### src/rtl/debounce_pkg.sv
// Shared types and constants for the switch debouncer.
// The FSM state is gray-encoded so that bit 1 alone reads as "debounced level is high".
package debounce_pkg;

    localparam int SYNC_STAGES_MIN = 2;
    localparam int SYNC_STAGES_MAX = 4;

    typedef enum logic [1:0] {
        ST_LOW       = 2'b00,
        ST_RISE_WAIT = 2'b01,
        ST_HIGH      = 2'b11,
        ST_FALL_WAIT = 2'b10
    } state_t;

    // Debounced level implied by a state: high while settled high or qualifying a fall.
    function automatic logic state_is_high(input state_t s);
        return (s == ST_HIGH) || (s == ST_FALL_WAIT);
    endfunction

endpackage

### src/rtl/multi_stage_synchronizer.sv
// Flip-flop chain that brings an asynchronous level into the i_clk domain.
// The chain is tagged ASYNC_REG so implementation keeps the stages packed together.
module multi_stage_synchronizer #(
    parameter int par_stages = 2
) (
    input  logic i_clk,
    input  logic i_rst_n,
    input  logic i_d,
    output logic o_q
);

    (* ASYNC_REG = "TRUE" *) logic [par_stages-1:0] sync_q;

    // Shift the raw level through the chain, oldest sample at the top bit.
    always_ff @(posedge i_clk or negedge i_rst_n) begin
        if (!i_rst_n) begin
            sync_q <= '0;
        end else begin
            sync_q <= {sync_q[par_stages-2:0], i_d};
        end
    end

    assign o_q = sync_q[par_stages-1];

endmodule

### src/rtl/switch_debounce_pulse.sv
// Switch debouncer: synchronizes a raw bouncing level, accepts a new level only after it
// has held for par_T_debounce_val clocks, and emits a one-clock o_rise on each accepted
// 0->1 transition. Defining DEBOUNCE_FALL_PULSE_EN adds the o_fall port and its register,
// pulsing on each accepted 1->0 transition.
//
//   state        | meaning
//   -------------+----------------------------------------------------------
//   ST_LOW       | settled low, waiting for the synchronized input to go high
//   ST_RISE_WAIT | input high, timing how long it stays high before accepting
//   ST_HIGH      | settled high, waiting for the synchronized input to go low
//   ST_FALL_WAIT | input low, timing how long it stays low before accepting
module switch_debounce_pulse
    import debounce_pkg::*;
#(
    parameter int par_sync_stages     = 2,
    parameter int par_T_debounce_bits = 20,
    parameter int par_T_debounce_val  = 500000
) (
    input  logic i_clk,
    input  logic i_rst_n,
    input  logic i_x,
    output logic o_level,
`ifdef DEBOUNCE_FALL_PULSE_EN
    output logic o_rise,
    output logic o_fall
`else
    output logic o_rise
`endif
);

    // Last timer value of a qualifying wait; the timer parks here instead of wrapping.
    localparam logic [par_T_debounce_bits-1:0] TIMER_TC =
        par_T_debounce_bits'(par_T_debounce_val - 1);

    if (par_sync_stages < SYNC_STAGES_MIN || par_sync_stages > SYNC_STAGES_MAX) begin : g_bad_stages
        $error("par_sync_stages out of range 2..4");
    end
    if (par_T_debounce_val < 2) begin : g_bad_val
        $error("par_T_debounce_val must be at least 2");
    end
    if ((64'd1 << par_T_debounce_bits) < 64'(par_T_debounce_val)) begin : g_bad_bits
        $error("par_T_debounce_bits too narrow for par_T_debounce_val");
    end

    logic                           s_sync;
    state_t                         state_q, state_d;
    logic [par_T_debounce_bits-1:0] timer_q, timer_d;
    logic                           level_q;
    logic                           rise_q;
`ifdef DEBOUNCE_FALL_PULSE_EN
    logic                           fall_q;
`endif

    multi_stage_synchronizer #(
        .par_stages (par_sync_stages)
    ) u_sync (
        .i_clk   (i_clk),
        .i_rst_n (i_rst_n),
        .i_d     (i_x),
        .o_q     (s_sync)
    );

    // Next state and timer: an opposing sample always aborts a wait before the timer is consulted.
    always_comb begin
        state_d = state_q;
        timer_d = timer_q;
        case (state_q)
            ST_LOW: begin
                if (s_sync) state_d = ST_RISE_WAIT;
            end
            ST_RISE_WAIT: begin
                if (!s_sync)                  state_d = ST_LOW;
                else if (timer_q == TIMER_TC) state_d = ST_HIGH;
            end
            ST_HIGH: begin
                if (!s_sync) state_d = ST_FALL_WAIT;
            end
            ST_FALL_WAIT: begin
                if (s_sync)                   state_d = ST_HIGH;
                else if (timer_q == TIMER_TC) state_d = ST_LOW;
            end
            default: state_d = ST_LOW;
        endcase

        if (state_d != state_q) begin
            timer_d = '0;
        end else if (timer_q != TIMER_TC) begin
            timer_d = timer_q + 1'b1;
        end
    end

    // State, timer and registered outputs; pulses are decoded from the transition being taken
    // so they line up with the level change on the same edge.
    always_ff @(posedge i_clk or negedge i_rst_n) begin
        if (!i_rst_n) begin
            state_q <= ST_LOW;
            timer_q <= '0;
            level_q <= 1'b0;
            rise_q  <= 1'b0;
`ifdef DEBOUNCE_FALL_PULSE_EN
            fall_q  <= 1'b0;
`endif
        end else begin
            state_q <= state_d;
            timer_q <= timer_d;
            level_q <= state_is_high(state_d);
            rise_q  <= (state_q == ST_RISE_WAIT) && (state_d == ST_HIGH);
`ifdef DEBOUNCE_FALL_PULSE_EN
            fall_q  <= (state_q == ST_FALL_WAIT) && (state_d == ST_LOW);
`endif
        end
    end

    assign o_level = level_q;
    assign o_rise  = rise_q;
`ifdef DEBOUNCE_FALL_PULSE_EN
    assign o_fall  = fall_q;
`endif

endmodule
### config.mk
export PLATFORM = sky130hd
export DESIGN_NAME = switch_debounce_pulse
export DESIGN_NICKNAME = d
export VERILOG_FILES = /design/src/rtl/debounce_pkg.sv /design/src/rtl/multi_stage_synchronizer.sv /design/src/rtl/switch_debounce_pulse.sv
export SDC_FILE = /design/constraint.sdc
export NUM_CORES = 1
export LEC_CHECK = 0
export CAP_MARGIN = 30
export CORE_AREA = 2 2 62 64
export DETAILED_ROUTE_END_ITERATION = 8
export DIE_AREA = 0 0 64 66
export GPL_ROUTABILITY_DRIVEN = 0
export GPL_TIMING_DRIVEN = 1
export SKIP_LAST_GASP = 1
export SLEW_MARGIN = 20
export SYNTH_ARGS = -nofsm -noshare
export SYNTH_HDL_FRONTEND = slang
export SYNTH_HIERARCHICAL = 1
export SYNTH_SLANG_ARGS = --single-unit
### constraint.sdc
create_clock -name i_clk -period 2.9 [get_ports i_clk]
set_input_delay 0.435 -clock i_clk [delete_from_list [all_inputs] [get_ports i_clk]]
set_output_delay 0.435 -clock i_clk [all_outputs]
set_load 0.1 [all_outputs]
# ---- Word level (Yosys, flattened, before mapping)
# Cells that the tools add are included.
dict set report word_totals {
  register_bits 26
  inputBits 3
  output_inout_bits 2
  word_cells 27
}
dict set report op_classes {
  n_addsub 1
  n_eq_ne 8
  n_mux 9
  n_reduce_logical 4
}
# cell n
set op_table {}
lappend op_table {{$mux W20} 2}
lappend op_table {{$add A20 B1 Y20 const B} 1}
lappend op_table {{$eq A20 B19 Y1 const B} 1}
lappend op_table {{$ne A20 B19 Y1 const B} 1}
lappend op_table {{$mux W2} 6}
lappend op_table {{$eq A2 B2 Y1 const B} 4}
lappend op_table {{$pmux W2 S4} 1}
lappend op_table {{$eq A2 B1 Y1 const B} 1}
lappend op_table {{$logic_not A2 Y1} 1}
lappend op_table {{$ne A2 B2 Y1} 1}
lappend op_table {{$reduce_bool A2 Y1} 1}
lappend op_table {{$logic_and A1 B1 Y1} 1}
lappend op_table {{$logic_or A1 B1 Y1} 1}

# ---- Longest topological paths before layout
# Gate-level depths: netlist (run 1).
dict set report logic_depth {
  ltp_word 6
  ltp_mapped 6
  mapped_depth_nobuf 5
}

# ---- Hierarchy
# Netlist (run 1), hierarchy kept.
# mod n_inst cells_each area_each_um2 seq_area_each_um2
set by_module_without_submodules {}
lappend by_module_without_submodules {switch_debounce_pulse 1 128 1316.3 575.6}
lappend by_module_without_submodules {multi_stage_synchronizer 1 2 50.0 50.0}

# ---- Worst setup path before layout (run 1)
# OpenSTA, ideal clock, no wires.
dict set report synth_timing {
  kind {reg-to-reg}
  startpoint {register, netlist name o_level}
  endpoint {register timer_q[18]}
  setup_ns 0.129
  arrival_time_ns 1.884
  required_time_ns 2.771
  path_slack_ns 0.887
  path_stages_with_launch 6
  n_path_buf 2
  synth_period_minus_slack_ns 2.013
  cell_sequence {dfrtp_1 > clkbuf_1 > xnor2_1 > o31ai_4 > buf_6 > a21oi_2}
}
# item line
set synth_rtl {}
lappend synth_rtl {{end signal: assignment} switch_debounce_pulse.sv:105} ;# timer_q <= timer_d;
lappend synth_rtl {{end: declaration} switch_debounce_pulse.sv:47} ;# logic [par_T_debounce_bits-1:0] timer_q, timer_d;

# ---- Worst setup path in the final report (run 1)
dict set report layout_timing {
  startpoint {register timer_q[5]}
  endpoint {register timer_q[3]}
}
dict set report layout_between {
  elab_chain_cells 6
  word_cells_on_any_way 10
  cone_classes {3 x eq/ne; 6 x mux; 1 x reduce/logical}
}
# item line
set layout_rtl {}
lappend layout_rtl {{$eq A20 B19 Y1} {switch_debounce_pulse.sv:73, switch_debounce_pulse.sv:80}}
lappend layout_rtl {{$mux W2 (on tied branches)} {switch_debounce_pulse.sv:80, switch_debounce_pulse.sv:73}}
lappend layout_rtl {{$mux W2 (on tied branches)} {switch_debounce_pulse.sv:79, switch_debounce_pulse.sv:72}}
lappend layout_rtl {{$pmux W2 S4} switch_debounce_pulse.sv:67} ;# case (state_q)
lappend layout_rtl {{$ne A2 B2 Y1} switch_debounce_pulse.sv:85} ;# if (state_d != state_q) begin
lappend layout_rtl {{$mux W20 or $reduce_bool A2 Y1 (tied branches)} --}
# Several ways; a longest one is shown, not always the timed one.
# A chain may end at the register's enable or synchronous reset.

==> qor.csv, run 1 <==
metric;value;unit
post-route ant nets;0;
pwr dens;382;nW/um^2
Worst Hold Depth;0;
post-layout util;0.414;
CTS resizes;0;
Worst Path Arrival;2260;ps
syn_area_per_cell;10.5;um^2
largest family of logic cells by synthesized area;simple AND/OR/NAND/NOR gates;
Max Fclk;486;MHz
root buffer cell;clkbuf_4;
Final min period;2060;ps
largest net degree at the start of global routing;26;
Startpoint Class;register;
syn_nets;134;
Worst-Margin Slew;502;ps
CTS tree;yes;
cell area after synthesis;1370;um^2
Seq cells post-synth;25;
vias in the first global route;1012;
Antenna Cells;0;
setup_tns;0;ps
mux share of post-synthesis cell area;0;
Vias/cell;5.58;
Worst-Skew Late Latency;320;ps
number of antenna violations at the first check in global routing;0;
status;finished clean;
total CTS buffers;3;
yosys warns;6;
Iteration-0 DRC Markers;76;
IO Port Bufs;4;
overall die area;4220;um^2
r2r worst-path depth;5;
area leader, netlist;dfrtp_1;
min-delay worst type;register to register;
CP endpoint kind;register;
area grow syn2layout;7.60;%
GRT Residual Overflow;0;
Yosys top cell area share;0.458;
Routed WL;2.63;mm
# fillers;352;
Initial DRT Pass Iterations;4;
# DRC;0;
crit-path max FO;9;
post-synth cell types;38;
Worst-path clk slew;130;ps
Leakage;0.569;nW
global-route wire length before repair;4.77;mm
post-route clock period utilization;0.709;
Starting Density;0.385;
worst endpoint required time;3110;ps
Sink Count;25;
dpl hpwl;1.86;mm
clock buffer depth;2;
Slew Limit Headroom;0.666;
commonest register cell after synthesis;dfrtp_1;
Rows;22;
Setup-failing EPs final;0;
GRT Total Usage;0.145;
highest-count cells in the layout ignoring fill and taps;25 x dfrtp_1, 8 x nand4_1, 7 x nand2_1, 7 x xor2_1, 7 x nor2_2;
most common cell after layout, fill and taps aside;dfrtp_1;
NumNets Final;138;
Die Y;66;um
max-cap viol count;0;
Hold Violations, Final;0;
core area;3550;um^2
hold_ws;370;ps
Die W;64;um
Post-Synth Adder-Cell Area;0.00916;
post-synthesis xor/xnor area fraction;0.0641;
Synth Area in Compound Gates;0.153;
EDFF count, synth;0;
skew final;3.15;ps
unrepaired setup endpoints after global routing;no;
IO Count;5;
Vias;1010;
register area share after synthesis;0.458;
top post-synthesis cells by area;dfrtp_1 46%, xor2_1 4.5%, nand4_1 3.7%;
Mapped Cells;130;
postcts setup bufs;0;
# hold bufs at CTS;0;
H-Tree Depth;1;
ys async rst share;1.00;
Slew Limit Fails;0;
routed len/inst;14.6;um
Peak VDD IR;0.316;mV
share of cells above drive strength 1;0.173;
Synth Area in Simple Gates;0.278;
critical path class;register to register;
==> final timing paths <==
| kind | startpoint | to | slack [ps] |
|---|---|---|---|
| hold / removal | u_sync/sync_q[0] | u_sync/sync_q[1] | 370 |
| setup / recovery | timer_q[5] | timer_q[3] | 840 |
| setup reg to reg | timer_q[5] | timer_q[3] | 840 |
| max in group asynchronous | i_rst_n | o_rise | 2200 |
| min in group asynchronous | i_rst_n | timer_q[12] | 460 |
| hold reg to reg | u_sync/sync_q[0] | u_sync/sync_q[1] | 370 |
==> layout make-up <==
cell class / instances / area, um^2 / area share
Timing Repair Buffer: 7 / 57.6 / 0.0391
Multi-Input combinational cell: 94 / 689 / 0.469
Inverter: 3 / 11.3 / 0.00766
Sequential cell: 25 / 626 / 0.426
Tap cell: 48 / 60.1 / 0.0409
Clock buffer: 4 / 26.3 / 0.0179
==> cell usage after synthesis, types with 3 or more instances <==
master,count
a211oi_1,3
a21oi_1,4
a21oi_2,3
and2_1,3
and4_1,4
clkbuf_1,4
dfrtp_1,25
inv_1,3
nand2_1,7
nand3_1,5
nand4_1,8
nor2_1,4
nor2_2,7
o21ai_0,5
o31ai_1,4
or3_1,3
or4_1,5
xnor2_1,3
xor2_1,7
==> critical path, cell delays in order (launching register included) <==
cell	delay, ps
dfrtp_1	480
nor4b_4	380
nand4b_4	220
o31ai_4	520
buf_4	280
a211oi_1	60
==> kinds of logic (layout without fill, tap and decap cells) <==
kind of cell	Yosys count	in the layout
adder cells (fa/ha/maj)	1	1
buffers and inverters	11	14
XOR/XNOR	10	10
AO/OA/AOI/OAI	28	28
flip-flops	25	25
AND/OR/NAND/NOR	55	55
==> layer usage <==
layer | vias to the layer above | share of wire | GRT usage
li1 | 493 | - | -
met1 | 497 | 0.47 | 0.198
met2 | 18 | 0.48 | 0.234
met3 | 2 | 0.038 | 0.0358
met4 | 0 | 0.0046 | 0.0245
met5 | - | 0 | 0
==> registers in the layout (all words and copies together), names as in the netlist <==
name	count
o_level	1
o_rise	1
state_q	1
timer_q	20
u_sync/sync_q	2
==> metrics by stage <==
step	total power, mW	instances	area, um^2	setup slack (ps)
5_1_grt	0.591	181	1470	714
3_3_place_gp	0.410	177	1440	916
6_report	0.561	181	1470	844
2_1_floorplan	0.395	130	1370	887
3_5_place_dp	0.410	177	1440	839
4_1_cts	0.569	181	1470	827
==> power by group <==
part	switching, mW	internal [mW]
Sequential	0.00936	0.355
Combinational	0.0247	0.0146
Clock	0.104	0.0539
Note: power is estimated with default switching activity, not from simulation.
==> inputs of run 2 (changes only) <==
==> constraint.sdc (replaced) <==
create_clock -name i_clk -period 1.95 [get_ports i_clk]
set_input_delay 0.2925 -clock i_clk [delete_from_list [all_inputs] [get_ports i_clk]]
set_output_delay 0.2925 -clock i_clk [all_outputs]
set_load 0.1 [all_outputs]
==> qor.csv, run 2 (synthesis results as in run 1) <==
metric;value;unit;change
total CTS buffers;3;;unchanged
max reg flops;20;;unchanged
worst endpoint required time;2210;ps;was 3110 ps
Worst-Margin Slew;392;ps;was 502 ps
setup_tns;0;ps;unchanged
Initial DRT Pass Iterations;4;;unchanged
area grow syn2layout;9.34;%;was 7.60%
crit-path max FO;7;;was 9
Max Fclk;546;MHz;was 486 MHz
CTS resizes;0;;unchanged
min-delay worst type;primary input to asynchronous set/reset pin;;was register to register
critical path class;register to register;;unchanged
IO Port Bufs;4;;unchanged
Hold Violations, Final;0;;unchanged
dpl hpwl;1.94;mm;was 1.86 mm
CP cell instances;ha_1, nand4_1, or4_1, a21oi_2;;was nor4b_4, nand4b_4, o31ai_4, buf_4, a211oi_1
Leakage;0.583;nW;was 0.569 nW
clock buffer depth;2;;unchanged
Largest regs;timer_q (20), u_sync/sync_q (2);;unchanged
pwr dens;560;nW/um^2;was 382 nW/um^2
Reg with most FFs;timer_q;;unchanged
Setup-failing EPs final;0;;unchanged
Die W;64;um;unchanged
highest-count cells in the layout ignoring fill and taps;24 x dfrtp_1, 8 x nand4_1, 8 x buf_4;;was 25 x dfrtp_1, 8 x nand4_1, 7 x nand2_1, 7 x xor2_1, 7 x nor2_2
most common cell after layout, fill and taps aside;dfrtp_1;;unchanged
post-layout util;0.421;;was 0.414
# fillers;354;;was 352
# hold bufs at CTS;0;;unchanged
max-cap viol count;0;;unchanged
Sink Count;25;;unchanged
GRT Total Usage;0.140;;was 0.145
Vias;1008;;was 1,010
Die Y;66;um;unchanged
root buffer cell;clkbuf_4;;unchanged
Iteration-0 DRC Markers;25;;was 76
Worst Path Arrival;2090;ps;was 2260 ps
Antenna Cells;0;;unchanged
number of antenna violations at the first check in global routing;0;;unchanged
Vias/cell;5.48;;was 5.58
post-route ant nets;0;;unchanged
terminus of the critical flop-to-flop path;timer_q[18];;was timer_q[3]
unrepaired setup endpoints after global routing;no;;unchanged
core area;3550;um^2;unchanged
Slew Limit Fails;0;;unchanged
Routed WL;2.58;mm;was 2.63 mm
global-route wire length before repair;4.60;mm;was 4.77 mm
H-Tree Depth;1;;unchanged
r2r worst-path depth;4;;was 5
overall die area;4220;um^2;unchanged
Startpoint Class;register;;unchanged
CP endpoint kind;register;;unchanged
GRT Residual Overflow;0;;unchanged
vias in the first global route;1017;;was 1,012
Slew Limit Headroom;0.738;;was 0.666
Final Non-Filler Cells;184;;was 181
# DRC;0;;unchanged
crit path launch;timer_q[1];;was timer_q[5]
reg2reg start;timer_q[1];;was timer_q[5]
IO Count;5;;unchanged
NumNets Final;141;;was 138
largest net degree at the start of global routing;26;;unchanged
slowest cell on the critical path;or4_1;;was o31ai_4
Rows;22;;unchanged
post-route clock period utilization;0.940;;was 0.709
postcts setup bufs;0;;unchanged
Critical Path Max Stage Delay;610;ps;was 520 ps
routed len/inst;14.0;um;was 14.6 um
hold_ws;314;ps;was 370 ps
Peak VDD IR;0.347;mV;was 0.316 mV
Worst-path clk slew;130;ps;about the same
skew final;7.15;ps;was 3.15 ps
R2R Setup Slk;120;ps;was 840 ps
share of cells above drive strength 1;0.199;;was 0.173
Worst-Skew Late Latency;320;ps;about the same
CTS tree;yes;;unchanged
Final min period;1830;ps;was 2060 ps
Starting Density;0.385;;unchanged
dpl cells;180;;was 177
status;finished clean;;unchanged
[run 2: cell types whose count changed in the layout (fill, tap and decap cells not counted)]
cell,delta
buf_4,+3
dfrtp_1,-1
dfrtp_2,+1
[run 2: layer usage]
| metal | track usage | up-vias | wire [um] |
|---|---|---|---|
| met5 | 0 | - | 0 |
| met4 | 0.0543 | 0 | 40 |
| met3 | 0.0307 | 5 | 59 |
| met2 | 0.241 | 10 | 1270 |
| met1 | 0.169 | 495 | 1210 |
| li1 | - | 498 | - |
[run 2: final cells by class]
class                   count  area (um^2)  share of cell area
clock buffers               4         26.3              0.0176
inverters                   3         11.3             0.00754
multi-input cells          94          689               0.461
flip-flops and latches     25          627               0.420
well taps                  48         60.1              0.0402
repair buffers             10         80.1              0.0536
[run 2: stage by stage]
stage                     setup slack, ps  power, mW  area [um^2]
final                                 117      0.836         1490
after global routing                 8.73      0.876         1490
after CTS                            98.7      0.851         1490
after detailed placement              136      0.616         1470
after global placement                170      0.614         1470
after floorplan                       196      0.588         1370
[run 2: worst max-delay path by stage]
stage	cells after the start	slack, ps	endpoint
floorplan	5	200	timer_q[18]
global placement	4	170	timer_q[18]
detailed placement	4	140	timer_q[18]
CTS	4	100	timer_q[18]
global route	4	9	timer_q[18]
finish	4	120	timer_q[18]
[run 2: report_power, final]
part	leakage (nW)	internal, mW	switching [mW]
Combinational	0.229	0.0243	0.0386
Sequential	0.339	0.527	0.0144
Clock	0.0150	0.0801	0.151
Total	0.583	0.632	0.204
[run 2: critical path, delay by kind of cell (launching register included)]
family                     cells  cell delay (ps)
AOI/OAI and AO/OA              1              150
adders and majority gates      1              260
DFF                            1              440
and+or+nand+nor                2              920
==> inputs of run 3 (changes only) <==
--- a/config.mk
+++ b/config.mk
@@ -6,9 +6,9 @@
 export NUM_CORES = 1
 export LEC_CHECK = 0
 export CAP_MARGIN = 30
-export CORE_AREA = 2 2 62 64
+export CORE_AREA = 2 2 79 51
 export DETAILED_ROUTE_END_ITERATION = 8
-export DIE_AREA = 0 0 64 66
+export DIE_AREA = 0 0 81 53
 export GPL_ROUTABILITY_DRIVEN = 0
 export GPL_TIMING_DRIVEN = 1
 export SKIP_LAST_GASP = 1
==> qor.csv, run 3 (synthesis results as in run 1) <==
metric;value;unit;change
CP endpoint kind;register;;unchanged
Vias/cell;5.57;;was 5.48
dpl ws;179;ps;was 136 ps
root buffer cell;clkbuf_8;;was clkbuf_4
dpl cells;176;;was 180
CP Buf/Inv Count;1;;was 0
Starting Density;0.387;;was 0.385
Worst-path clk slew;80;ps;was 130 ps
worst endpoint required time;2090;ps;was 2210 ps
combinational share of power;0.073;;was 0.075
# hold bufs at CTS;0;;unchanged
status;finished clean;;unchanged
FF+latch area;627;um^2;unchanged
IO Port Bufs;4;;unchanged
global-route wire length before repair;4.44;mm;was 4.60 mm
overall die area;4290;um^2;was 4220 um^2
Hold EP;u_sync/sync_q[1];;
Slew Limit Fails;0;;unchanged
multi-input logic area;689;um^2;unchanged
CTS resizes;0;;unchanged
postcts setup bufs;0;;unchanged
# DRC;0;;unchanged
most common cell after layout, fill and taps aside;dfrtp_1;;unchanged
max reg flops;20;;unchanged
Die W;81;um;was 64 um
Clk pwr share;0.336;;was 0.277
Hold Violations, Final;0;;unchanged
setup_tns;0;ps;unchanged
Worst Hold Depth;0;;
unrepaired setup endpoints after global routing;no;;unchanged
R2R Setup Slk;170;ps;was 120 ps
core area;3530;um^2;was 3550 um^2
Peak VDD IR;0.257;mV;was 0.347 mV
IO Count;5;;unchanged
Rows;17;;was 22
switching part of the total;0.238;;was 0.244
Overall Power;0.915;mW;was 0.836 mW
GRT Total Usage;0.139;;was 0.140
share of cells above drive strength 1;0.188;;was 0.199
Cell Area, Placed;1460;um^2;was 1470 um^2
post-route clock period utilization;0.912;;was 0.940
Sequential Power Share;0.590;;was 0.648
H-Tree Depth;1;;unchanged
Setup-failing EPs final;0;;unchanged
pwr dens;609;nW/um^2;was 560 nW/um^2
highest-count cells in the layout ignoring fill and taps;24 x dfrtp_1, 8 x nand4_1, 7 x nand2_1, 7 x xor2_1, 7 x nor2_2;;was 24 x dfrtp_1, 8 x nand4_1, 8 x buf_4
post-layout util;0.426;;was 0.421
# fillers;361;;was 354
Die Y;53;um;was 66 um
area grow syn2layout;9.98;%;was 9.34%
Routed WL;2.56;mm;was 2.58 mm
Largest regs;timer_q (20), u_sync/sync_q (2);;unchanged
Vias;1002;;was 1,008
Sink Count;25;;unchanged
number of antenna violations at the first check in global routing;0;;unchanged
crit-path max FO;14;;was 7
terminus of the critical flop-to-flop path;timer_q[16];;was timer_q[18]
Final Non-Filler Cells;180;;was 184
dpl hpwl;1.90;mm;was 1.94 mm
Initial DRT Pass Iterations;4;;unchanged
r2r worst-path depth;5;;was 4
CP cell instances;nor4b_4, nand4b_4, o31ai_4, buf_12, a21oi_1;;was ha_1, nand4_1, or4_1, a21oi_2
Worst Path Arrival;1920;ps;was 2090 ps
post-route ant nets;0;;unchanged
Critical Path Max Stage Delay;470;ps;was 610 ps
clock buffer depth;2;;unchanged
Leakage;0.582;nW;was 0.583 nW
hold_ws;365;ps;was 314 ps
Worst-Margin Slew;400;ps;was 392 ps
Worst Setup Slack, final;171;ps;was 117 ps
total CTS buffers;3;;unchanged
Startpoint Class;register;;unchanged
largest net degree at the start of global routing;26;;unchanged
max-cap viol count;0;;unchanged
GRT Residual Overflow;0;;unchanged
Max Fclk;562;MHz;was 546 MHz
Worst-Skew Late Latency;270;ps;was 320 ps
skew final;10.7;ps;was 7.15 ps
Design Area, Final;1500;um^2;was 1490 um^2
NumNets Final;138;;was 141
Crit path max-delay family;simple AND/OR/NAND/NOR gates;;unchanged
Slew Limit Headroom;0.733;;was 0.738
Reg with most FFs;timer_q;;unchanged
vias in the first global route;920;;was 1,017
Antenna Cells;0;;unchanged
routed len/inst;14.2;um;was 14.0 um
hold_sp;u_sync/sync_q[0];;
min-delay worst type;register to register;;was primary input to asynchronous set/reset pin
slowest cell on the critical path;dfrtp_1;;was or4_1
Final min period;1780;ps;was 1830 ps
Net Sw Power;0.217;mW;was 0.204 mW
critical path class;register to register;;unchanged
CTS tree;yes;;unchanged
Int Pwr;0.697;mW;was 0.632 mW
reg2reg start;timer_q[5];;was timer_q[1]
Iteration-0 DRC Markers;53;;was 25
run 3: cell count changes in the layout (fill, tap and decap cells not counted), sizes merged:
cell    before  now
buf          8    5
clkbuf       4    3
clkinv       0    1
run 3: worst max path at each step:
stage                           from     endpoint  slack [ps]  cells after the start
after floorplan              o_level  timer_q[18]         200                      5
after global placement    timer_q[0]  timer_q[18]         200                      4
after detailed placement  timer_q[0]  timer_q[18]         180                      4
after CTS                 timer_q[0]  timer_q[18]         170                      4
after global routing      timer_q[1]  timer_q[18]          20                      4
final                     timer_q[5]  timer_q[16]         170                      5
run 3: power by group through the flow:
stage	Clock, mW	Combinational [mW]	Sequential [mW]
finish	0.308	0.0671	0.540
global route	0.344	0.0751	0.543
CTS	0.315	0.0681	0.540
detailed placement	0	0.0678	0.550
global placement	0	0.0672	0.550
floorplan	0	0.0435	0.544
run 3: area by class of cell:
type                    count  share of cell area
multi-input cells          94               0.459
flip-flops and latches     25               0.417
repair buffers              7              0.0466
well taps                  47              0.0391
clock buffers               3              0.0275
inverters                   3             0.00749
clock inverters             1             0.00333
run 3: routing by layer:
metal,up-vias,routed length (um),global-route usage
met1,490,1390,0.207
met4,0,15,0.0282
met2,13,1070,0.193
met5,-,0,0
met3,4,77,0.0461
li1,495,-,-
